**config.mk**
```make
export PLATFORM = sky130hd
export DESIGN_NAME = pulse_blinker
export DESIGN_NICKNAME = d
export VERILOG_FILES = /design/src/rtl/pulse_blinker.sv
export SDC_FILE = /design/constraint.sdc
export NUM_CORES = 1
export LEC_CHECK = 0
export ABC_AREA = 1
export CORE_MARGIN = 3
export CORE_UTILIZATION = 35
export DETAILED_ROUTE_END_ITERATION = 12
export GPL_TIMING_DRIVEN = 1
export PLACE_DENSITY = 0.64
export SYNTH_ARGS = -nofsm -noshare
export SYNTH_HDL_FRONTEND = slang
export SYNTH_SLANG_ARGS = --single-unit
```
**constraint.sdc**
```tcl
create_clock -name clk -period 1.7 [get_ports clk]
set_clock_uncertainty 0.1 [all_clocks]
set_input_delay 0.17 -clock clk [delete_from_list [all_inputs] [get_ports clk]]
set_output_delay 0.17 -clock clk [all_outputs]
set_load 0.05 [all_outputs]
```
**src/rtl/pulse_blinker.sv**
```systemverilog
// Stretches single-cycle event pulses into ON/OFF blinks, replaying events that arrive mid-blink.
// Define PULSE_BLINKER_QUEUE_EN to queue such events; otherwise they are dropped and flagged on overflow.
module pulse_blinker #(
   parameter int unsigned ON_CYCLES  = 25_000_000,
   parameter int unsigned OFF_CYCLES = 12_500_000,
   parameter int unsigned PEND_MAX   = 7
) (
   input  logic                          clk,
   input  logic                          rst_n,
   input  logic                          in,
   output logic                          out,
   output logic                          busy,
   output logic [$clog2(PEND_MAX+1)-1:0] pending,
   output logic                          overflow
);

   localparam int unsigned CNT_MAX = (ON_CYCLES > OFF_CYCLES) ? ON_CYCLES : OFF_CYCLES;
   localparam int unsigned CNT_W   = (CNT_MAX > 1) ? $clog2(CNT_MAX) : 1;
   localparam int unsigned PEND_W  = $clog2(PEND_MAX+1);

   localparam logic [CNT_W-1:0] ON_LAST  = CNT_W'(ON_CYCLES - 1);
   localparam logic [CNT_W-1:0] OFF_LAST = CNT_W'(OFF_CYCLES - 1);

   typedef enum logic [1:0] {
      S_IDLE = 2'd0,
      S_ON   = 2'd1,
      S_GAP  = 2'd2
   } state_t;

   state_t           state_q, state_d;
   logic [CNT_W-1:0] cnt_q, cnt_d;
   logic             out_q, out_d;
   logic             ovf_q, ovf_d;
   logic             gap_exit;
   logic             take_now;
   logic             late_evt;

   assign gap_exit = (state_q == S_GAP) && (cnt_q == OFF_LAST);
   // An event landing on the last GAP cycle with nothing queued starts the next blink directly.
   assign take_now = gap_exit && in && (pending == '0);
   assign late_evt = in && (state_q != S_IDLE) && !take_now;

`ifdef PULSE_BLINKER_QUEUE_EN
   logic [PEND_W-1:0] pend_q, pend_d;
   logic              pop, push;

   assign pop  = gap_exit && (pend_q != '0);
   // A full queue still accepts an event when a pop frees a slot on the same cycle.
   assign push = late_evt && ((pend_q != PEND_W'(PEND_MAX)) || pop);

   always_comb begin
      pend_d = pend_q;
      ovf_d  = late_evt && !push;
      if (push && !pop) begin
         pend_d = pend_q + PEND_W'(1);
      end else if (pop && !push) begin
         pend_d = pend_q - PEND_W'(1);
      end
   end

   always_ff @(posedge clk or negedge rst_n) begin
      if (!rst_n) begin
         pend_q <= '0;
      end else begin
         pend_q <= pend_d;
      end
   end

   assign pending = pend_q;
`else
   always_comb begin
      ovf_d = late_evt;
   end

   assign pending = '0;
`endif

   always_comb begin
      state_d = state_q;
      cnt_d   = cnt_q + CNT_W'(1);
      case (state_q)
         S_IDLE: begin
            cnt_d = '0;
            if (in) begin
               state_d = S_ON;
            end
         end
         S_ON: begin
            if (cnt_q == ON_LAST) begin
               state_d = S_GAP;
               cnt_d   = '0;
            end
         end
         S_GAP: begin
            if (gap_exit) begin
               cnt_d = '0;
               if ((pending != '0) || in) begin
                  state_d = S_ON;
               end else begin
                  state_d = S_IDLE;
               end
            end
         end
         default: begin
            state_d = S_IDLE;
            cnt_d   = '0;
         end
      endcase
      out_d = (state_d == S_ON);
   end

   always_ff @(posedge clk or negedge rst_n) begin
      if (!rst_n) begin
         state_q <= S_IDLE;
         cnt_q   <= '0;
         out_q   <= 1'b0;
         ovf_q   <= 1'b0;
      end else begin
         state_q <= state_d;
         cnt_q   <= cnt_d;
         out_q   <= out_d;
         ovf_q   <= ovf_d;
      end
   end

   assign out      = out_q;
   assign busy     = (state_q != S_IDLE);
   assign overflow = ovf_q;

endmodule

```
==> results.cfg <==
[outcome]
outcome = finished with violations
violations = negative setup slack

[floorplanning]
core_area_um2 = 4880
initial_core_util = 0.374
fp.dieW_um = 78.2
die_y_um = 78.2
rows = 25
die-area_um2 = 6110
ios = 9

[clocking]
tritoncts = yes
cts.sinks = 29
clockRootBuffer = clkbuf_8
cts_max_level = 2
clk_latency_ps = 280
cts_buffer_depth = 2
cts_buffers = 5
clkTransAtPathRegs_ps = 70

[worst_setup_path]
r2r_cells = 11
start_kind = flip-flop
setup.worst_path.end_class = flip-flop
r2r-end = cnt_q[9]
worstSetupEndpoint = cnt_q[9]
regToRegSetupSlack_ps = -30
required_ps = 1760
cp-startpoint = cnt_q[0]
cp_data_arrival_time_ps = 1800
crit_type = flip-flop to flip-flop
worstPathMaxFanout = 12
r2r_start = cnt_q[0]

[grt]
busiest_layer = met2
gr-usage-met3 = 0.0333
antenna_found_initial = 0
grt_pass1_wl_um = 6510
use_met1 = 0.173
grt_pass1_vias = 1431
grt_overflow = 0
grt_max_degree = 30
grt_use_total = 0.133
met2_usage = 0.217

[finish]
multi_input_area_um2 = 1080
area_growth_pct = 29.7
drive_above_1_share = 0.376
diodes = 0
fillerInstances = 462
layout.nets = 265
register_area_um2 = 728
stdcell_area_um2 = 2360

[power]
seq_power_share = 0.351
clock_power_share = 0.256
power_density_nw_per_um2 = 929
leakage_nw = 1.02
comb_power_share = 0.393
ir_worst_vdd_mv = 0.529
p_int_mw = 1.37
swShare = 0.375
p_sw_mw = 0.823

[route]
wl_per_cell_um = 12.0
via_count = 1473
drt_first_pass_iters = 4
wl_um = 3890
ant_nets = 0
route.detailed.drc = 0
viasPerCell = 4.53
drt_iter0_markers = 70

[job]
drv_cap = 0

[placed_design]
dp_hpwl_um = 2690
dp_slack_ps = -37.2
port_buffers = 5
routabilityCongestion = 0.839
place_area_um2 = 2070

[timing]
rsz0062_at_grt = yes
post-route-min-period_ps = 1730
drv_slew = 0
hold_viol_final = 0
finalSetupViolCount = 23
fmax_ghz = 0.577
finalCritPeriodShare = 1.02
setup_ws_ps = -31.6

[yosys]
syn_area_per_cell_um2 = 8.14
yosys_warnings = 0
ys_seq_elements = 29
ys_seq_area_frac = 0.398
yosysUniqueCellTypes = 26
synthCells = 224
syn-cell-area_um2 = 1820

[hold_path]
hold_path.class = input port to async pin
[final cells by class]
cell class,count,share of cell area
Clock inverter,2,0.00423
Tap cell,67,0.0354
Timing Repair Buffer,29,0.117
Multi-Input combinational cell,163,0.458
Inverter,29,0.0460
Sequential cell,29,0.308
Clock buffer,6,0.0307
[how the worst min path moves through the flow]
stage                  start        to  slack [ps]  cells past startpoint
global placement    cnt_q[0]  cnt_q[0]         410                      2
floorplan              rst_n  cnt_q[0]        -230                      0
global route           rst_n  cnt_q[2]         200                      2
CTS                    rst_n  cnt_q[2]         190                      2
finish                 rst_n  cnt_q[2]         170                      2
detailed placement  cnt_q[0]  cnt_q[0]         420                      2
[layout by cell type, fill, tap and decap left out, drive strengths merged]
| master | count |
|---|---|
| a21oi | 3 |
| and3 | 2 |
| buf | 26 |
| clkbuf | 7 |
| clkdlybuf4s50 | 2 |
| clkinv | 2 |
| conb | 3 |
| dfrtp | 29 |
| ha | 5 |
| inv | 29 |
| nand2 | 42 |
| nand3 | 16 |
| nand4 | 4 |
| nor2 | 53 |
| nor3 | 14 |
| nor3b | 2 |
| o21ai | 2 |
| xnor2 | 5 |
| xor2 | 12 |
[flip-flops by register name (all words and copies together) (netlist names)]
name and cells:
cnt_q 25, state_q 2, out 1, overflow 1
[worst max-delay path, stage by stage (launching register included)]
cell	delay (ps)
dfrtp_1	390
ha_4	160
nand2_4	60
nor2_8	140
nand3_2	80
nor2_1	90
nand2_1	110
nand2_2	90
nand2_2	70
nand2_4	100
buf_12	160
nor3b_2	50
[per-layer routing]
metal	up-vias	wire length (um)
met1	690	1850
met3	7	125
met4	0	48
met2	21	1870
met5	-	0
li1	755	-
[logic make-up after synthesis]
kind of cell	count (synthesis)	synth area share
buffers and inverters	34	0.0940
other	1	0.00206
adders and majority gates	5	0.0343
AOI/OAI and AO/OA	5	0.0137
and+or+nand+nor	133	0.376
DFF	29	0.398
xor gates and xnor gates	17	0.0817
[Yosys cell counts]
| master | n | area, um2 |
|---|---|---|
| nor2_2 | 23 | 144 |
| nand4_1 | 4 | 25.0 |
| nand2_2 | 7 | 43.8 |
| xnor2_1 | 5 | 43.8 |
| nor3b_1 | 1 | 7.51 |
| inv_2 | 4 | 15.0 |
| nand3_1 | 15 | 75.1 |
| nor3b_2 | 1 | 12.5 |
| nand3_2 | 1 | 10.0 |
| nor2_1 | 28 | 105 |
| conb_1 | 1 | 3.75 |
| xor2_1 | 12 | 105 |
| and3_1 | 2 | 12.5 |
| o21ai_0 | 2 | 10.0 |
| nor3_1 | 12 | 60.1 |
| nand2_1 | 34 | 128 |
| dfrtp_1 | 29 | 726 |
| ha_1 | 5 | 62.6 |
| nor3_2 | 2 | 20.0 |
| nand2_4 | 1 | 11.3 |
| buf_4 | 3 | 22.5 |
| a21oi_1 | 3 | 15.0 |
| inv_1 | 25 | 93.8 |
| buf_12 | 2 | 40.0 |
| nor2_8 | 1 | 20.0 |
| nor2_4 | 1 | 11.3 |
[repair_timing]
action | in CTS | in global routing
pin swaps | 2 | 10
gates resized for setup | 2 | 35
setup endpoints to repair | 25 | 27
hold buffers | 0 | 0
buffers inserted | 0 | 4
gates cloned | 0 | 1
[per-stage QoR]
stage               hold slack, ps   util  cells  setup TNS [ps]  power (mW)
floorplan                     -226      -    226               0        1.29
global placement               413  0.425    312            -364        1.51
detailed placement             420  0.425    312            -261        1.52
CTS                            186  0.443    320            -102        2.09
global route                   197  0.485    325           -3450        2.31
finish                         168  0.485    325            -297        2.20
[power by group through the flow]
stage,Sequential [mW],Combinational [mW],Clock (mW)
6_report,0.771,0.863,0.562
5_1_grt,0.774,0.918,0.620
4_1_cts,0.761,0.749,0.581
3_5_place_dp,0.774,0.744,0
3_3_place_gp,0.770,0.740,0
2_1_floorplan,0.847,0.443,0
Note: power is estimated with default switching activity, not from simulation.
